File: src/rtl/rr_prio_arbiter_pkg.sv
// Shared constants and helpers for the round-robin / fixed-priority arbiter.
package rr_prio_arbiter_pkg;

   localparam logic MODE_FIXED = 1'b0;
   localparam logic MODE_RR    = 1'b1;

   // Next requester index after idx, wrapping back to 0 past the last requester.
   function automatic int inc_wrap(input int idx, input int num);
      return (idx >= num - 1) ? 0 : idx + 1;
   endfunction

endpackage

File: src/rtl/rr_prio_arbiter_if.sv
// Request / grant bundle between the requesters, the arbiter and the grant consumer.
interface rr_prio_arbiter_if #(
   parameter int NUM_REQ = 4
);
   localparam int IDX_W = $clog2(NUM_REQ);

   logic [NUM_REQ-1:0] req;
   logic               mode;
   logic               out_valid;
   logic [IDX_W-1:0]   out_index;
   logic [NUM_REQ-1:0] out_onehot;
   logic               out_ready;

   modport master (
      output req, mode, out_ready,
      input  out_valid, out_index, out_onehot
   );

   modport slave (
      input  req, mode, out_ready,
      output out_valid, out_index, out_onehot
   );
endinterface

File: src/rtl/rr_prio_arbiter_prio_enc.sv
// Combinational lowest-set-bit encoder: idx of the lowest set bit in vec, any when vec != 0.
module prio_enc_lsb #(
   parameter int N = 4,
   parameter int W = $clog2(N)
) (
   input  logic [N-1:0] vec,
   output logic [W-1:0] idx,
   output logic         any
);

   // Scan downward so the lowest set bit is the last one written.
   always_comb begin
      idx = '0;
      any = 1'b0;
      for (int i = N - 1; i >= 0; i--) begin
         if (vec[i]) begin
            idx = W'(i);
            any = 1'b1;
         end
      end
   end

endmodule

File: src/rtl/rr_prio_arbiter.sv
// Registered N-way arbiter with fixed-priority and round-robin modes and a sticky,
// valid/ready-handshaked grant.
module rr_prio_arbiter
   import rr_prio_arbiter_pkg::*;
#(
   parameter int NUM_REQ = 4
) (
   input logic              clk,
   input logic              rst,
   rr_prio_arbiter_if.slave bus
);

   localparam int IDX_W = $clog2(NUM_REQ);

   logic [IDX_W-1:0]   ptr;
   logic [IDX_W-1:0]   p_hs;
   logic [IDX_W-1:0]   p_use;
   logic               hs;
   logic               arb_en;
   logic [NUM_REQ-1:0] mask;
   logic [NUM_REQ-1:0] req_masked;
   logic [IDX_W-1:0]   idx_m;
   logic [IDX_W-1:0]   idx_u;
   logic               any_m;
   logic               any_u;
   logic [IDX_W-1:0]   sel;

   assign hs     = bus.out_valid & bus.out_ready;
   assign arb_en = ~bus.out_valid | bus.out_ready;

   // On an accept the just-granted requester drops to lowest priority immediately,
   // without waiting a cycle for ptr to catch up.
   assign p_hs  = IDX_W'(inc_wrap(int'(32'(bus.out_index)), NUM_REQ));
   assign p_use = hs ? p_hs : ptr;

   always_comb begin
      mask = '0;
      for (int i = 0; i < NUM_REQ; i++) begin
         mask[i] = (i >= int'(32'(p_use)));
      end
   end

   assign req_masked = bus.req & mask;

   prio_enc_lsb #(.N(NUM_REQ), .W(IDX_W)) u_enc_masked (
      .vec (req_masked),
      .idx (idx_m),
      .any (any_m)
   );

   prio_enc_lsb #(.N(NUM_REQ), .W(IDX_W)) u_enc_unmasked (
      .vec (bus.req),
      .idx (idx_u),
      .any (any_u)
   );

   assign sel = ((bus.mode == MODE_RR) && any_m) ? idx_m : idx_u;

   always_ff @(posedge clk) begin
      if (rst) begin
         bus.out_valid  <= 1'b0;
         bus.out_index  <= '0;
         bus.out_onehot <= '0;
         ptr            <= '0;
      end else begin
         if (arb_en) begin
            bus.out_valid  <= any_u;
            bus.out_index  <= any_u ? sel : '0;
            bus.out_onehot <= any_u ? (NUM_REQ'(1) << sel) : '0;
         end
         // ptr moves in both modes so a later switch to round-robin resumes fairly.
         if (hs) begin
            ptr <= p_hs;
         end
      end
   end

endmodule

File: src/flat_wrapper.sv
// flat-port wrapper written by rule: the top's interface ports become plain ports
module rr_prio_arbiter_flat import rr_prio_arbiter_pkg::*;
#(
   parameter int NUM_REQ = 4
)
  (clk, rst, bus_req, bus_mode, bus_out_ready, bus_out_valid, bus_out_index, bus_out_onehot);
  rr_prio_arbiter_if #(.NUM_REQ(NUM_REQ)) bus_i ();
  input logic clk;
  input logic rst;
  input wire logic [$bits(bus_i.req)-1:0] bus_req;
  input wire logic [$bits(bus_i.mode)-1:0] bus_mode;
  input wire logic [$bits(bus_i.out_ready)-1:0] bus_out_ready;
  output wire logic [$bits(bus_i.out_valid)-1:0] bus_out_valid;
  output wire logic [$bits(bus_i.out_index)-1:0] bus_out_index;
  output wire logic [$bits(bus_i.out_onehot)-1:0] bus_out_onehot;
  assign bus_i.req = bus_req;
  assign bus_i.mode = bus_mode;
  assign bus_i.out_ready = bus_out_ready;
  assign bus_out_valid = bus_i.out_valid;
  assign bus_out_index = bus_i.out_index;
  assign bus_out_onehot = bus_i.out_onehot;
  rr_prio_arbiter #(.NUM_REQ(NUM_REQ)) u_core (.clk(clk), .rst(rst), .bus(bus_i));
endmodule
File: config.mk
export PLATFORM = sky130hd
export DESIGN_NAME = rr_prio_arbiter_flat
export DESIGN_NICKNAME = d
export VERILOG_FILES = /design/src/rtl/rr_prio_arbiter_pkg.sv /design/src/rtl/rr_prio_arbiter_if.sv /design/src/rtl/rr_prio_arbiter_prio_enc.sv /design/src/rtl/rr_prio_arbiter.sv /design/src/flat_wrapper.sv
export SDC_FILE = /design/constraint.sdc
export NUM_CORES = 1
export LEC_CHECK = 0
export ABC_AREA = 1
export ABC_CLOCK_PERIOD_IN_PS = 1400
export BUFFER_PORTS_ARGS = -buffer_cell sky130_fd_sc_hd__buf_2
export CAP_MARGIN = 20
export CORE_AREA = 4 4 41 43
export DETAILED_ROUTE_END_ITERATION = 7
export DIE_AREA = 0 0 45 47
export PLACE_DENSITY_LB_ADDON = 0.2
export SLEW_MARGIN = 10
export SYNTH_ARGS = -nofsm -noshare
export SYNTH_HDL_FRONTEND = slang
export SYNTH_SLANG_ARGS = --single-unit
File: constraint.sdc
create_clock -name clk -period 1.4 [get_ports clk]
set_input_delay 0.21 -clock clk [delete_from_list [all_inputs] [get_ports clk]]
set_output_delay 0.21 -clock clk [all_outputs]
set_load 0.005 [all_outputs]
==> impl_metrics.toml, run 1 <==
[routing]
firstDrtPassIters = 4
drc = 0
vias = 555
final_antenna_net_count = 0
wl_per_cell_um = 10.73
routed_via_density = 4.826
drt-total-wl_um = 1234
drtIter0Drc = 4

[setup_path]
crit_fanout = 3
reg2reg_depth = 11
critPathLaunchType = "register"
endpoint_kind = "register"
reg2reg_from = "u_core.bus.out_index[0]"
r2r_setup_slack_ns = -0.13
reg2reg_to = "u_core.bus.out_onehot[0]"
cp_data_required_time_ns = 1.59
crit_type = "register to register"
worst_ep_arrival_time_ns = 1.72

[global_routing]
grt_first_pass_wirelength_um = 2028
grt_max_degree = 10
antenna_found_initial = 0
grt_overflow_total = 0
grt.total_usage_pct = 13.24
first_global_vias = 494

[power]
power.density_mw_per_mm2 = 941.0
p_leak_nw = 0.3803
ir_drop_mv = 0.4847

[synthesis]
ys_seq_area_share_pct = 35.21
yosys_warnings = 0
ys_seq_elements = 9
synth_cell_types = 18
syn_nets = 85
syn_area_per_cell_um2 = 6.733
synth_cells = 76
syn_area_um2 = 511.7

[worst_hold_path]
hp-start = "rst"
min_to = "u_core.bus.out_index[0]"
hp-class = "input port to register"
hold_depth = 2

[placed_design]
place_area_um2 = 628.1
io_buffers = 14
gp_congestion = 0.8096
dp.cells = 108
dpl.hpwl_um = 910.5

[final_layout]
diodes = 0
fill_cells = 137
fin_cells = 115
final_common_cell = "nand2_1"
design_area_um2 = 779.5
final_cell_mix = "15 x nand2_1, 14 x buf_2, 9 x nand2_2"
synthToLayoutAreaGrowth_pct = 52.32
regArea_um2 = 182.7
multi_input_area_um2 = 399.1
drive_gt1_share_pct = 53.00
nNetsFinal = 110

[floorplanning]
die_h_um = 47
ios = 15
die_x_um = 45
dieArea_mm2 = 0.002115
fp.coreArea_mm2 = 0.001301
start_util_pct = 39.33
fp-row-count = 13

[clock_tree]
cts_inserted_buffers = 3
cts_root_buffer = "clkbuf_4"
path_clk_slew_ns = 0.06
cts_buffer_depth = 2
cts-htree-levels = 1
hold_buffers = 0
clock_latency_ns = 0.26
cts_sinks = 9
cts_tree = "done"

[sta]
max_slew_margin_pct = 63.08
fin_crit_sh_pct = 109.5
finClkSkew_ns = 0.005215
slew_violations = 0
setup_slack_ns = -0.1337
worst_pin_slew_ns = 0.5480
fin_crit_ns = 1.534
rsz0062_at_grt = "yes"
setup_viol = 6
whs_ns = 0.2378
finalHoldViolations = 0
max_freq_mhz = 652.0

[status]
status = "finished with violations"
violations = "negative setup slack"

[run]
maxCapViolations = 0
==> worst max-delay path by stage <==
stage,slack (ns),end,cells after the start,from
floorplan,-0.04,u_core.bus.out_onehot[0],12,u_core.bus.out_index[0]
global placement,-0.13,u_core.bus.out_onehot[2],12,u_core.bus.out_index[0]
detailed placement,-0.18,u_core.bus.out_onehot[0],12,u_core.bus.out_index[0]
CTS,-0.14,u_core.bus.out_index[0],11,u_core.bus.out_index[0]
global route,-0.23,u_core.bus.out_onehot[1],11,u_core.bus.out_index[0]
finish,-0.13,u_core.bus.out_onehot[0],11,u_core.bus.out_index[0]
==> state kept, by name (all words and copies together), names as in the netlist <==
name                   cells
u_core.bus.out_index       2
u_core.bus.out_onehot      4
u_core.bus.out_valid       1
u_core.ptr                 2
==> routing by layer <==
layer / wire (um) / track usage, % / part of all wire [%] / up-vias
li1: - / - / - / 295
met1: 550 / 15.63 / 45 / 249
met2: 623 / 22.88 / 50 / 9
met3: 51 / 2.299 / 4.1 / 2
met4: 9 / 7.018 / 0.73 / 0
met5: 0 / 0 / 0 / -
==> power breakdown <==
group	internal (W)	switching (W)	leakage (nW)	total, W
sequential	0.000279	0.0000141	0.0748	0.000293
clock	0.000110	0.0000904	0.0150	0.000200
combinational	0.000107	0.000133	0.291	0.000241
total	0.000496	0.000238	0.380	0.000733
==> cell type report <==
type	instances	share of cell area [%]
clock buffers	4	3.371
inverters	8	3.852
multi-input cells	58	51.20
flip-flops and latches	9	23.43
well taps	15	2.408
repair buffers	21	15.73
==> critical path, cell delays in order, from the launching register on <==
cell and delay [ns]:
dfxtp_2 0.34, ha_4 0.24, nand3_2 0.08, nand2_2 0.07
inv_2 0.08, nand3_2 0.10, nand2_2 0.10, nand2_4 0.07
buf_4 0.14, nand2_4 0.05, nand3_2 0.08, a21oi_2 0.12
==> metrics by stage <==
| stage | setup TNS, ns | worst slack (ns) | total power, W | utilization, % |
|---|---|---|---|---|
| after floorplan | -0.1183 | -0.04070 | 0.0004053 | - |
| after global placement | -0.5651 | -0.1292 | 0.0004688 | 48.27 |
| after detailed placement | -0.8078 | -0.1808 | 0.0004724 | 48.27 |
| after CTS | -0.7314 | -0.1432 | 0.0006974 | 53.94 |
| after global routing | -1.211 | -0.2259 | 0.0007744 | 59.90 |
| final | -0.6198 | -0.1337 | 0.0007335 | 59.90 |
==> logic make-up after synthesis <==
logic type | Yosys count | share of synthesized area (%)
AOI/OAI and AO/OA | 13 | 16.14
adders and majority gates | 1 | 2.445
buffers and inverters | 9 | 6.601
DFF | 9 | 35.21
and+or+nand+nor | 44 | 39.61
==> repair_timing <==
item                                    in CTS  in global routing
buffers inserted                             1                  2
endpoints found under the setup margin       6                  6
gates resized for setup                      8                 17
pin swaps                                    9                 14
==> synth_stat cells <==
| cell type | number | area share [%] |
|---|---|---|
| nand2_1 | 23 | 17 |
| inv_2 | 1 | 0.73 |
| ha_1 | 1 | 2.4 |
| nand2_2 | 6 | 7.3 |
| o21ai_0 | 1 | 0.98 |
| nand4_1 | 2 | 2.4 |
| buf_1 | 1 | 0.73 |
| o21ba_2 | 1 | 2.0 |
| a21oi_2 | 1 | 1.7 |
| a21boi_0 | 1 | 1.5 |
| nand3_1 | 4 | 3.9 |
| o21bai_1 | 1 | 1.5 |
| a21oi_1 | 7 | 6.8 |
| nor2_1 | 7 | 5.1 |
| nand3_2 | 2 | 3.9 |
| o21ai_2 | 1 | 1.7 |
| dfxtp_1 | 9 | 35 |
| inv_1 | 7 | 5.1 |
(Power assumes the default switching activity.)
==> run 2: changes to the inputs <==
- SLEW_MARGIN: 10 -> 40
- TNS_END_PERCENT: not set -> 20
==> run 2 against run 1 <==
The run still ends with negative setup slack left. Combinational power shrank 6%. Cell area fell by 3.4%. First-iteration DRC count is 130% higher. Clock power increased by 5%. Critical path type unchanged.
==> impl_metrics.toml, run 2 (same netlist as run 1, synthesis figures left out) <==
[placed_design]
place_area_um2 = 635.6
dpl.hpwl_um = 909.5
io_buffers = 14
gp_congestion = 0.8258

[global_routing]
antenna_found_initial = 0
grt_first_pass_wirelength_um = 1987
first_global_vias = 480
grt_max_degree = 10
grt.total_usage_pct = 13.24
grt_overflow_total = 0

[power]
ir_drop_mv = 0.3911
p_leak_nw = 0.3684
power.density_mw_per_mm2 = 970.0
p_total_w = 0.0007306

[clock_tree]
cts_buffer_depth = 2
clock_latency_ns = 0.27
cts_inserted_buffers = 3
cts_sinks = 9
cts-htree-levels = 1
cts_tree = "done"
hold_buffers = 0
path_clk_slew_ns = 0.07
cts_root_buffer = "clkbuf_4"

[final_layout]
nNetsFinal = 111
final_cell_mix = "18 x nand2_1, 14 x buf_2, 10 x nand2_2"
drive_gt1_share_pct = 47.52
diodes = 0
design_area_um2 = 753.2
top_regs = "u_core.bus.out_onehot x4, u_core.bus.out_index x2, u_core.ptr x2"
largest_register = "u_core.bus.out_onehot"
synthToLayoutAreaGrowth_pct = 47.19
final_common_cell = "nand2_1"
largest_reg_flops = 4

[floorplanning]
ios = 15
dieArea_mm2 = 0.002115
fp.coreArea_mm2 = 0.001301
fp-row-count = 13
die_x_um = 45
die_h_um = 47
start_util_pct = 39.33

[setup_path]
critPathLaunchType = "register"
timing.critical_path.mode_cell = "nand2_2"
worst_ep_arrival_time_ns = 1.76
crit_type = "register to register"
slowest_stage = "dfxtp_2"
crit_buf_inv = 1
cp_top_family = "simple AND/OR/NAND/NOR gates"
crit_fanout = 4
path_cells = "ha_4, nor2_2, buf_4, o21ai_4, nand3_2, nand2_1, nand2_2, nand2_2, nand2_2, nand2_2, nand3_1, a21oi_1"
cp_data_required_time_ns = 1.59
endpoint_kind = "register"
cp_slowest_stage_delay_ns = 0.36

[sta]
slew_violations = 0
fin_crit_sh_pct = 111.7
fin_crit_ns = 1.564
max_slew_margin_pct = 57.59
setup_viol = 6
finClkSkew_ns = 0.007135
finalHoldViolations = 0
worst_pin_slew_ns = 0.6295
rsz0062_at_grt = "yes"
max_freq_mhz = 639.2
setup_slack_ns = -0.1644

[status]
violations = "negative setup slack"
status = "finished with violations"

[routing]
firstDrtPassIters = 4
drt-total-wl_um = 1399
wl_per_cell_um = 12.06
routed_via_density = 4.974
vias = 577
drtIter0Drc = 9
final_antenna_net_count = 0
drc = 0

[worst_hold_path]
hp-class = "input port to register"

[run]
maxCapViolations = 0
==> run 2: timing repair <==
action	in CTS	in global routing
gates resized for setup	1	14
pin swaps	3	9
setup endpoints to repair	6	6
setup buffers	2	1
==> run 2: routing by layer <==
layer | vias to the layer above | track usage (%) | wire length (um)
met4 | 0 | 7.018 | 27
li1 | 295 | - | -
met1 | 260 | 15.86 | 571
met3 | 5 | 4.598 | 59
met2 | 17 | 20.90 | 742
met5 | - | 0 | 0
==> run 2: final cells by class <==
| type | instances | area (um2) |
|---|---|---|
| multi-input combinational | 58 | 361.6 |
| tap | 15 | 18.77 |
| fill | 139 | 548.0 |
| clock buffer | 4 | 26.28 |
| inverter | 8 | 30.03 |
| timing repair buffer | 22 | 133.9 |
| sequential | 9 | 182.7 |
==> run 2: power breakdown <==
part           switching [W]  internal [W]  total [W]  leakage [nW]
logic               0.000124      0.000102   0.000226         0.279
registers          0.0000147      0.000279   0.000293        0.0748
clock network       0.000101      0.000110   0.000211        0.0150
total               0.000240      0.000491   0.000731         0.368
==> run 2: through the flow <==
stage / cells / TNS, ns / hold WS (ns) / utilization [%] / setup slack (ns)
6_report: 116 / -0.8377 / 0.2080 / 57.88 / -0.1644
5_1_grt: 116 / -1.430 / 0.2145 / 57.88 / -0.2819
4_1_cts: 115 / -0.6874 / 0.2213 / 52.21 / -0.1376
3_5_place_dp: 109 / -0.8070 / 0.4520 / 48.85 / -0.1608
3_3_place_gp: 109 / -0.5551 / 0.4485 / 48.85 / -0.1096
2_1_floorplan: 76 / -0.09523 / 0.4618 / - / -0.04099
==> run 2: worst paths after layout <==
kind | start | end | slack [ns] | depth (start not counted)
worst max-delay path | u_core.bus.out_index[0] | u_core.bus.out_onehot[2] | -0.16 | 12
worst min register to register | u_core.bus.out_onehot[0] | u_core.bus.out_onehot[0] | 0.46 | 2
worst max register to register | u_core.bus.out_index[0] | u_core.bus.out_onehot[2] | -0.16 | 12
worst min-delay path | rst | u_core.bus.out_onehot[3] | 0.21 | 2
